`config.mk`:
```
export PLATFORM = sky130hd
export DESIGN_NAME = fb_address
export DESIGN_NICKNAME = d
export VERILOG_FILES = /design/src/rtl/fb_address.sv
export SDC_FILE = /design/constraint.sdc
export NUM_CORES = 1
export LEC_CHECK = 0
export ABC_AREA = 1
export BUFFER_PORTS_ARGS = -buffer_cell sky130_fd_sc_hd__buf_2
export CORE_AREA = 2 2 57 59
export DETAILED_ROUTE_END_ITERATION = 7
export DIE_AREA = 0 0 59 61
export PLACE_DENSITY = 0.72
export SYNTH_ARGS = -nofsm -noshare
export SYNTH_HDL_FRONTEND = slang
export SYNTH_SLANG_ARGS = --single-unit
```
`constraint.sdc`:
```
create_clock -name clk -period 0.8 [get_ports clk]
set_input_delay 0.08 -clock clk [delete_from_list [all_inputs] [get_ports clk]]
set_output_delay 0.08 -clock clk [all_outputs]
set_load 0.05 [all_outputs]
```
`src/rtl/fb_address.sv`:
```
// Framebuffer address generator: addr = y * FB_WIDTH + x, row-major. Optional FB_ADDR_CLAMP_EN saturates x/y.
// Latency: one clock, registered output, one coordinate per clock.
// Backpressure: none; x/y are sampled on every rising edge.
module fb_address #(
  parameter  int FB_WIDTH  = 640,
  parameter  int FB_HEIGHT = 480,
  parameter  int ADDR_BITS = 20,
  localparam int FB_X_BITS = $clog2(FB_WIDTH),
  localparam int FB_Y_BITS = $clog2(FB_HEIGHT)
) (
  input  logic                 clk,
  input  logic                 rst_n,
  input  logic [FB_X_BITS-1:0] x,
  input  logic [FB_Y_BITS-1:0] y,
  output logic [ADDR_BITS-1:0] addr
);

  if (FB_WIDTH <= 1) begin : g_bad_width
    $fatal(1, "fb_address: FB_WIDTH must be greater than 1");
  end
  if (FB_HEIGHT <= 1) begin : g_bad_height
    $fatal(1, "fb_address: FB_HEIGHT must be greater than 1");
  end
  if (ADDR_BITS < $clog2(FB_WIDTH * FB_HEIGHT)) begin : g_bad_addr
    $fatal(1, "fb_address: ADDR_BITS too narrow for FB_WIDTH*FB_HEIGHT");
  end

  localparam logic [FB_X_BITS-1:0] X_MAX  = FB_X_BITS'(FB_WIDTH - 1);
  localparam logic [FB_Y_BITS-1:0] Y_MAX  = FB_Y_BITS'(FB_HEIGHT - 1);
  localparam logic [ADDR_BITS-1:0] STRIDE = ADDR_BITS'(FB_WIDTH);

  logic [FB_X_BITS-1:0] x_eff;
  logic [FB_Y_BITS-1:0] y_eff;
  logic [ADDR_BITS-1:0] addr_nxt;

`ifdef FB_ADDR_CLAMP_EN
  // Saturate before the multiply-add so the result stays inside the frame.
  always_comb begin
    x_eff = (x > X_MAX) ? X_MAX : x;
    y_eff = (y > Y_MAX) ? Y_MAX : y;
  end
`else
  // Out-of-range coordinates pass through; the sum wraps at ADDR_BITS.
  always_comb begin
    x_eff = x;
    y_eff = y;
  end
`endif

  always_comb begin
    addr_nxt = ADDR_BITS'(y_eff) * STRIDE + ADDR_BITS'(x_eff);
  end

  always_ff @(posedge clk or negedge rst_n) begin
    if (!rst_n) begin
      addr <= '0;
    end else begin
      addr <= addr_nxt;
    end
  end

endmodule

```
==> results.toml <==
[timing]
whs_ns = 0.04339
drv_slew = 0
timing.final.ws_setup_ns = -0.8281
setup-violations-final = 30
finalHoldViolCount = 0
fin_crit_sh_pct = 203.5
min_period_ns = 1.628
max_freq_mhz = 614.2
grt_setup_unrepaired = "yes"
finalSetupTns_ns = -8.058

[floorplan]
core-area_sq_mm = 0.002953
die_x_um = 59
dieHeight_um = 61
die-area_sq_mm = 0.003599
initial_core_util_pct = 45.72
row_count = 20
ioPinCount = 41

[power]
vdd_drop_max_mv = 0.6278
p_per_area_mw_per_mm2 = 1744
p_total_mw = 3.846
power_leakage_nw = 1.145

[final_layout]
reg_top3 = "addr x20"
final_cell_area_sq_mm = 0.002205
largest_register_ffs = 20
final_cells = 265
fin_nets = 274
multiInputGateArea_sq_um = 883.3
fillers = 193
top_register = "addr"
register_area_sq_um = 500.5
final_util_pct = 74.66
synthToLayoutAreaGrowth_pct = 63.30
antenna_cells = 0
drive_gt1_share_pct = 47.41

[synth]
synth_nets = 195
synth_common_cells = "nand2_1, inv_1, dfrtp_1"
yosysMostFrequentCell = "nand2_1"
synth_cell_types = 24
synth_ff_type = "dfrtp_1"
synth.ff_latch_count = 20
synth.top_cell.area_share_pct = 37.07
synth-edff-count = 0
synth.yosys.seq_area_share_pct = 37.07
syn_area_sq_mm = 0.001350
avgSynthCellArea_sq_um = 8.710
async_flop_share_pct = 100.0
synth_cells = 155
yosysWarnings = 0
synth_area_leaders = "dfrtp_1, ha_1, nand2_1"
synth_top_cell_by_area = "dfrtp_1"

[place]
gp_congestion = 0.8352
dpl_cell_area_sq_mm = 0.001832
place_hpwl_um = 2195
placed_cells = 250
preCtsSetupSlack_ns = -1.170
io_buffers = 40

[worst_hold_path]
hold_start = "x[7]"
whs_endpoint = "addr[7]$_DFF_PN0_"
hold_path.class = "primary input to register"
hold_path_depth = 2

[global_routing]
grt_overflow = 0
grt_pass1_wl_um = 5099
grt_max_degree = 21
antenna_found_initial = 0
grt.total_usage_pct = 18.37
first_global_vias = 1289

[route]
drt_iter0_markers = 27
antenna_left = 0
drcViolationCount = 0
wire_per_inst_um = 11.30
via_count = 1240
wl_um = 2995
drt-pass1-iter-count = 4
viasPerCell = 4.679

[clock_network]
path_clk_slew_ns = 0.10
cts-root-buf = "clkbuf_4"
cts_tree = "built"
cts_buffers = 3
cts_buffer_depth = 2
cts_sinks = 20
htree_num_levels = 1

[worst_setup_path]
cp.required_ns = 0.98
start_kind = "primary input"
worstSetupPathType = "primary input to register"
cp-end-kind = "register"
arrival_ns = 1.81
cp_max_fo = 3

[outcome]
violations = "setup timing"
status = "finished, violations left"

[job]
max_cap_viol_count = 0
-- worst max-delay path by stage --
| stage | startpoint | end | cells past startpoint |
|---|---|---|---|
| after global routing | y[3] | addr[17]$_DFF_PN0_ | 13 |
| final | y[1] | addr[13]$_DFF_PN0_ | 11 |
| after detailed placement | y[1] | addr[17]$_DFF_PN0_ | 13 |
| after global placement | y[1] | addr[17]$_DFF_PN0_ | 13 |
| after floorplan | y[1] | addr[17]$_DFF_PN0_ | 12 |
| after CTS | y[3] | addr[17]$_DFF_PN0_ | 13 |
-- worst max-delay path: stages --
cell,delay (ns)
buf_6,0.10
ha_4,0.26
ha_4,0.13
inv_2,0.03
fa_2,0.59
nor2_8,0.06
nand3_4,0.08
nor2_4,0.05
buf_4,0.14
buf_4,0.13
xor2_2,0.16
-- power by group --
group | switching [mW] | leakage (nW) | internal, mW
registers | 0.0722 | 0.234 | 1.16
logic | 1.26 | 0.897 | 0.922
clock network | 0.256 | 0.0138 | 0.175
-- final cells by class --
cell class | count | area share, %
clock buffer | 3 | 1.022
inverter | 27 | 4.597
multi-input combinational | 108 | 40.07
sequential | 20 | 22.70
tap | 33 | 1.873
timing repair buffer | 74 | 29.74
-- routing by layer --
metal | up-vias | GRT usage, % | routed length (um)
met5 | - | 0 | 0
met4 | 0 | 8.442 | 37
met3 | 4 | 0.2132 | 99
met2 | 34 | 37.78 | 1692
met1 | 562 | 19.21 | 1166
li1 | 640 | - | -
-- cells by family (layout without fill, tap and decap cells) --
group | after synthesis | count (layout) | share of synthesized area [%]
simple gates | 76 | 76 | 30.21
compound gates | 7 | 7 | 2.966
fa+ha+maj | 19 | 19 | 18.72
other cells | 1 | 1 | 0.2778
buf+inv | 27 | 104 | 7.507
xor+xnor | 5 | 5 | 3.244
flops | 20 | 20 | 37.07
-- cell usage in the layout, fill, tap and decap left out, drive strengths merged --
cell type / n
a21o: 1
inv: 27
nand4: 2
xor2: 3
clkbuf: 3
ha: 17
fa: 2
buf: 66
dlygate4sd3: 8
dfrtp: 20
nand3b: 1
nand2: 43
conb: 1
o21ai: 1
nor2: 14
a22oi: 1
nand3: 16
xnor2: 2
a21oi: 4
-- timing repair --
| action | 4_1_cts | 5_1_grt |
|---|---|---|
| setup buffers | 2 | 2 |
| gates resized for setup | 56 | 8 |
| setup endpoints to repair | 31 | 30 |
| hold buffers | 8 | 0 |
| pin swaps | 18 | 1 |
| hold endpoints to repair | 27 | 0 |
Power figures use the tool's default switching activity.
